### src/rtl/rf_wb_arbiter.sv
// Register-file write-port arbiter between the pipeline WB stage and the MDU.
// Queues MDU results, tracks outstanding MDU destinations and forces a drain when the queue head starves.
module rf_wb_arbiter #(
  parameter int DATA_W     = 32,
  parameter int ADDR_W     = 5,
  parameter int QDEPTH     = 2,
  parameter int STARVE_MAX = 4
) (
  input  logic                   clk,
  input  logic                   reset,
  input  logic                   wb_we,
  input  logic [ADDR_W-1:0]      wb_rw,
  input  logic [DATA_W-1:0]      wb_rd,
  input  logic [ADDR_W-1:0]      dec_ra,
  input  logic [ADDR_W-1:0]      dec_rb,
  input  logic [ADDR_W-1:0]      dec_rw,
  input  logic                   dec_we,
  input  logic                   mdu_issue,
  input  logic                   mdu_valid,
  input  logic [ADDR_W-1:0]      mdu_rw,
  input  logic [DATA_W-1:0]      mdu_rd,
  output logic                   mdu_ready,
  output logic                   rf_we,
  output logic [ADDR_W-1:0]      rf_rw,
  output logic [DATA_W-1:0]      rf_rd,
  output logic                   stall,
  output logic                   wb_hold,
  output logic [(2**ADDR_W)-1:0] busy
);

  localparam int NREG  = 2**ADDR_W;
  localparam int PTR_W = (QDEPTH > 1) ? $clog2(QDEPTH) : 1;
  localparam int CNT_W = $clog2(QDEPTH + 1);
  localparam int STV_W = $clog2(STARVE_MAX + 1);

  logic [ADDR_W-1:0] q_rw [QDEPTH];
  logic [DATA_W-1:0] q_rd [QDEPTH];

  logic [PTR_W-1:0] head_reg;
  logic [PTR_W-1:0] tail_reg;
  logic [CNT_W-1:0] count_reg;
  logic [STV_W-1:0] starve_reg;
  logic [STV_W-1:0] starve_next;
  logic             wb_hold_reg;
  logic [NREG-1:0]  busy_reg;
  logic [NREG-1:0]  set_vec;
  logic [NREG-1:0]  clr_vec;

  logic              non_empty;
  logic              wb_grant;
  logic              drain;
  logic              push;
  logic              issue_set;
  logic [ADDR_W-1:0] head_rw;
  logic [DATA_W-1:0] head_rd;

  assign non_empty = (count_reg != '0);
  assign head_rw   = q_rw[head_reg];
  assign head_rd   = q_rd[head_reg];
  assign wb_grant  = wb_we && (wb_rw != '0) && !wb_hold_reg;
  assign drain     = !reset && !wb_grant && non_empty;
  assign mdu_ready = (count_reg != CNT_W'(QDEPTH));
  // Results for r0 complete the handshake but are never stored.
  assign push      = mdu_valid && mdu_ready && (mdu_rw != '0);

  assign stall     = busy_reg[dec_ra] | busy_reg[dec_rb] |
                     ((dec_we | mdu_issue) & busy_reg[dec_rw]);
  assign issue_set = mdu_issue && !stall && (dec_rw != '0);

  assign busy    = busy_reg;
  assign wb_hold = wb_hold_reg;

  always_comb begin
    rf_we = 1'b0;
    rf_rw = '0;
    rf_rd = '0;
    if (!reset) begin
      if (wb_grant) begin
        rf_we = 1'b1;
        rf_rw = wb_rw;
        rf_rd = wb_rd;
      end else if (non_empty) begin
        rf_we = 1'b1;
        rf_rw = head_rw;
        rf_rd = head_rd;
      end
    end
  end

  always_ff @(posedge clk) begin
    if (push) begin
      q_rw[tail_reg] <= mdu_rw;
      q_rd[tail_reg] <= mdu_rd;
    end
  end

  always_ff @(posedge clk or posedge reset) begin
    if (reset) begin
      head_reg  <= '0;
      tail_reg  <= '0;
      count_reg <= '0;
    end else begin
      if (drain) head_reg <= head_reg + PTR_W'(1);
      if (push)  tail_reg <= tail_reg + PTR_W'(1);
      if (push && !drain)
        count_reg <= count_reg + CNT_W'(1);
      else if (drain && !push)
        count_reg <= count_reg - CNT_W'(1);
    end
  end

  // The hold pulse forces a drain on the following cycle, which clears the counter again.
  assign starve_next = (non_empty && !drain) ? starve_reg + STV_W'(1) : '0;

  always_ff @(posedge clk or posedge reset) begin
    if (reset) begin
      starve_reg  <= '0;
      wb_hold_reg <= 1'b0;
    end else begin
      starve_reg  <= starve_next;
      wb_hold_reg <= (starve_next == STV_W'(STARVE_MAX - 1));
    end
  end

  assign set_vec[0] = 1'b0;
  assign clr_vec[0] = 1'b0;

  generate
    for (genvar gi = 1; gi < NREG; gi++) begin : g_busy
      assign set_vec[gi] = issue_set && (dec_rw == ADDR_W'(gi));
      assign clr_vec[gi] = drain && (head_rw == ADDR_W'(gi));
    end
  endgenerate

  always_ff @(posedge clk or posedge reset) begin
    if (reset)
      busy_reg <= '0;
    else
      busy_reg <= (busy_reg & ~clr_vec) | set_vec;
  end

endmodule

### config.mk
export PLATFORM = sky130hd
export DESIGN_NAME = rf_wb_arbiter
export DESIGN_NICKNAME = d
export VERILOG_FILES = /design/src/rtl/rf_wb_arbiter.sv
export SDC_FILE = /design/constraint.sdc
export NUM_CORES = 1
export LEC_CHECK = 0
export CORE_UTILIZATION = 49
export DETAILED_ROUTE_END_ITERATION = 12
export PLACE_DENSITY_LB_ADDON = 0.3
export SYNTH_ARGS = -nofsm -noshare
export SYNTH_HDL_FRONTEND = slang
export SYNTH_SLANG_ARGS = --single-unit
### constraint.sdc
create_clock -name clk -period 3.4 [get_ports clk]
set_clock_uncertainty 0.05 [all_clocks]
set_input_delay 0.51 -clock clk [delete_from_list [all_inputs] [get_ports clk]]
set_output_delay 0.51 -clock clk [all_outputs]
set_load 0.005 [all_outputs]
Word level (Yosys, flattened, before mapping)
Memory sizes are Yosys's and may differ from the RTL's.
Index checks and enable logic that the tools add are counted.
Word-level totals
  register bits: 40
  RAM bits: 74
  input bits: 95
  output and inout bits: 73
  logic and storage cells: 191
  memories: 2
Cells by class
  add/sub/neg operators: 5
  order comparisons: 3
  equality and inequality tests: 64
  multiplexer cells: 20
  bitwise logic cells: 7
  reductions and logical operators: 84
Memories
  q_rd: words 2, bits a word 32, read ports 1, clocked after memory_dff 0, wr ports 1, RTL line 37  | logic [DATA_W-1:0] q_rd [QDEPTH];
  q_rw: words 2, bits a word 5, read ports 1, clocked after memory_dff 0, wr ports 1, RTL line 36  | logic [ADDR_W-1:0] q_rw [QDEPTH];
Operators with widths (number)
  equality test 5 bit, second input constant: 32
  two-way mux 32 bit: 3
  equality test 5 x 4 -> 1 bit, second input constant: 16
  logical AND 1 bit: 73
  equality test 5 x 3 -> 1 bit, second input constant: 8
  bitwise AND 32 bit: 1
  NOT 32 bit: 1
  OR 32 bit: 1
  equality test 5 x 2 -> 1 bit, second input constant: 4
  < comparator 5 x 6 -> 1 bit, second input constant: 3
  binary-select mux 1 bit (select 5 bit): 3
  two-way mux 5 bit: 3
  nonzero test 5 bit: 3
  equality test 5 x 1 -> 1 bit, second input constant: 2
  two-way mux 1 bit: 8
  logical NOT 1 bit: 6
  two-way mux 2 bit: 2
  nonzero test 2 bit: 2
  adder 3 x 1 -> 3 bit, second input constant: 1
  equality test 3 x 2 -> 1 bit, second input constant: 1
  two-way mux 3 bit: 1
  OR 1 bit: 3
  adder 1 bit, second input constant: 2
  adder 2 x 1 -> 2 bit, second input constant: 1
  3 further kinds: 3

Logic depth before layout (Yosys ltp)
  depth in word-level cells: 10
  depth in mapped cells: 9
  mapped depth without buffers: 7

Worst setup path before layout
No wires, ideal clock.
  path type: register to register
  from: register count_reg[0]
  to: memory q_rd[0][0], enable pin
  library setup time: 0.431 ns
  arrival: 2.421 ns
  required time: 2.919 ns
  path slack: 0.498 ns
  cell stages (with the launch flop): 5
  buffers on the path: 1
  clock period less this slack: 2.902 ns
  cell sequence: dfrtp_1 clkbuf_1 nand2b_1 o211ai_1 nor2_1
Between the ends
  cells in the longest elaborated chain, start to end: 5
RTL lines
  from (decl): RTL line 41  | logic [CNT_W-1:0] count_reg;
  from (signal assigned): RTL line 106  | count_reg <= count_reg + CNT_W'(1);
  from (signal assigned): RTL line 108  | count_reg <= count_reg - CNT_W'(1);
  != test 2 bit: RTL line 62  | assign mdu_ready = (count_reg != CNT_W'(QDEPTH));
  net mdu_ready: RTL line 22  | output logic mdu_ready,
  logical AND 1 bit (2 in a row): RTL line 64  | assign push = mdu_valid && mdu_ready && (mdu_rw != '0);
  two-way mux 1 bit: RTL line 91  | if (push) begin
  two-way mux 1 bit (not written as such): RTL line 93  | q_rd[tail_reg] <= mdu_rd;
  to (decl): RTL line 37
The timed path passes the listed nets, and every way through them passes these cells.

Worst setup path in the final report
  from: input dec_rb[3]
  to: output stall
Between the ends
  cells in the longest elaborated chain, start to end: 4
RTL lines
  from (decl): RTL line 15  | input logic [ADDR_W-1:0] dec_rb,
  binary-select mux 1 bit (select 5 bit): RTL line 66  | assign stall = busy_reg[dec_ra] | busy_reg[dec_rb] |
  two-way mux 1 bit (not written as such): RTL line 66
  OR 1 bit (2 in a row): RTL line 66
  to (decl): RTL line 26  | output logic stall,
No other way between the ends. The select of a mux whose other input is x is not followed.

==> results.cfg <==
[timing]
hold_ws_ps = 400.3
slew_headroom_pct = 24.32
maxSlewViolCount = 0
fmaxAchievable_mhz = 301.3
hold_violations = 0
period_share_pct = 97.61
worstMarginPinSlew_ps = 1133
finalSetupTns_ps = 0
setup_viol = 0
fin_crit_ps = 3319

[min_path]
hold_path.startpoint = starve_reg[0]
hold_path.class = reg2reg

[synthesis]
synth_fp_nets = 603
synth_edf_count = 74
seq_area_frac_synth_pct = 52.27
synthMostInstantiatedCell = edfxtp_1
synth_common_cells = edfxtp_1 (74), nand2_1 (65), o21ai_0 (60), mux2i_1 (43), dfrtp_1 (39)
synthFlopType = edfxtp_1
async_flop_share_pct = 34.51
synth_top_area_share_pct = 36.32
yosysWarnings = 0
synthesis.instances = 506
ys_ff_latch = 113
syn_avg_cell_area_um2 = 12.09
synthTopCellsByArea = edfxtp_1 (36%), dfrtp_1 (16%), mux2i_1 (7.0%)
synth_area_mm2 = 0.006118
synth_cell_types = 63
yosys.area.top_type = edfxtp_1

[global_route]
grt_pass1_wl_um = 26900
overflow = 0
grt_pass1_vias = 5152
grt_use_total_pct = 27.54
antenna_found_initial = 0
grt_max_degree = 41

[pwr]
p_leak_nw = 3.263
ir_drop_mv = 0.4435
power.density_mw_per_mm2 = 771.7

[drt]
wl_per_cell_um = 19.58
drt_iter0_drc = 468
drtPass1Iterations = 5
drc = 0
drt-total-wl_um = 17040
final_antenna_net_count = 0
vias_per_cell = 5.784
vias = 5032

[floorplanning]
dieHeight_um = 113.7
num_rows = 40
core_area_mm2 = 0.01211
io_pins = 168
start_util_pct = 50.52
design.die.area_mm2 = 0.01294
fp.dieW_um = 113.7

[clock_tree]
clockBufferDepth = 2
cts-root-buf = clkbuf_16
cts.clk_slew.worst_paths_ps = 50
cts_inserted_buffers = 17
clk_latency_ps = 410
h-tree-depth = 4
hold_buffers = 0
tritoncts = built
clock_sinks = 113

[job]
drv_cap = 0

[place]
place_area_mm2 = 0.008041
gp_congestion = 0.9372
dp_hpwl_um = 12200
io_buffers = 166
place_inst = 836

[layout]
regArea_mm2 = 0.003204
multi_input_area_mm2 = 0.002719
largest_reg_flops = 64
final_nets = 785
drive_gt1_share_pct = 19.54
syn2layout_area_growth_pct = 42.74
layout.cells.non_filler = 870
fillers = 851
stdcell_area_mm2 = 0.008733

[setup_path]
r2r_start = busy[16]
cp.required_ps = 2840
cp.arrival_ps = 2760
worstSetupStartpoint = dec_rb[3]
crit_path_start_kind = input port
crit_type = in2out
critPathMaxFanout = 7
endpoint_kind = output port

[run_status]
status = complete, no violations
==> through the flow <==
stage / setup WS [ps] / power (mW) / util, %
6_report: 81.39 / 6.739 / 72.11
5_1_grt: -1.076 / 7.050 / 72.09
4_1_cts: 6.507 / 6.736 / 71.86
3_5_place_dp: -230.6 / 4.780 / 66.39
3_3_place_gp: -251.1 / 4.684 / 66.39
2_1_floorplan: 497.6 / 3.579 / -
==> report_power, final <==
group / switching [mW] / total, mW / internal (mW)
logic: 1.17 / 2.46 / 1.29
clock network: 0.641 / 1.95 / 1.31
registers: 0.413 / 2.34 / 1.92
==> layer usage <==
metal  wire length [µm]  GRT usage [%]
met5                  0              0
met2               8792          46.59
met4                398          11.23
met1               6649          34.20
met3               1194          6.323
==> layout make-up <==
cell class,count,area share (%)
Clock buffer,17,4.871
Inverter,8,0.3438
Multi-Input combinational cell,351,31.13
Sequential cell,113,36.69
Antenna cell,1,0.02865
Tap cell,168,2.407
Timing Repair Buffer,197,21.89
Clock inverter,15,2.636
==> worst max-delay path, cell delays in order <==
cell	delay [ps]
clkdlybuf4s50_1	570
nor4bb_4	260
nand2_1	70
o21ai_0	160
a221oi_4	320
nand4b_2	140
or2_1	270
clkdlybuf4s50_1	460
==> final timing paths <==
kind | slack (ps) | depth (start not counted) | to
max in group asynchronous | 2170 | 3 | busy[17]
worst max register to register | 1050 | 7 | busy[31]
worst min register to register | 400 | 1 | starve_reg[0]
min in group asynchronous | 750 | 3 | count_reg[1]
worst min-delay path | 400 | 1 | starve_reg[0]
worst max-delay path | 80 | 8 | stall
==> logic make-up (layout without fill, tap and decap cells) <==
kind of cell | after synthesis | after routing | synth area share (%)
compound gates | 125 | 125 | 15.67
buf+inv | 42 | 237 | 4.029
fa+ha+maj | 2 | 2 | 0.4089
xor+xnor | 6 | 6 | 0.8589
other cells | 1 | 2 | 0.06129
flops | 113 | 113 | 52.27
mux | 66 | 66 | 14.68
simple gates | 151 | 151 | 12.02
==> layout by cell type (no fill, tap or decap), types with 2 or more instances in the layout <==
master,synthesis,layout
clkdlybuf4s50_1,0,159
edfxtp_1,74,74
nand2_1,65,65
o21ai_0,60,60
mux2i_1,43,43
dfrtp_1,39,34
nor2_1,34,32
o31ai_2,30,30
buf_4,1,27
clkbuf_16,0,17
mux4_2,16,16
nand3_1,10,10
nor2b_1,8,8
inv_1,8,8
o22a_1,8,8
dfrtp_2,0,5
bufinv_16,0,5
dlygate4sd2_1,0,5
xnor2_1,4,4
o21ai_1,4,4
mux2_2,4,4
a22oi_1,5,4
nand2b_1,4,4
clkinv_4,0,4
or4_1,3,3
nor2_4,0,3
a21oi_1,4,3
nor3_1,3,3
nor3b_1,3,3
inv_6,0,3
a31o_2,2,2
nand4_1,2,2
a32oi_1,2,2
and3_1,2,2
xor2_1,2,2
ha_1,2,2
clkinvlp_4,0,2
buf_12,0,2
==> what timing repair did <==
action | CTS | global route
buffers inserted | 0 | 0
cloned | 1 | 0
setup endpoints to repair | 1 | 29
gates resized for setup | 9 | 10
pin swaps | 1 | 1
hold endpoints to repair | 0 | 0
Power figures use the tool's default switching activity.
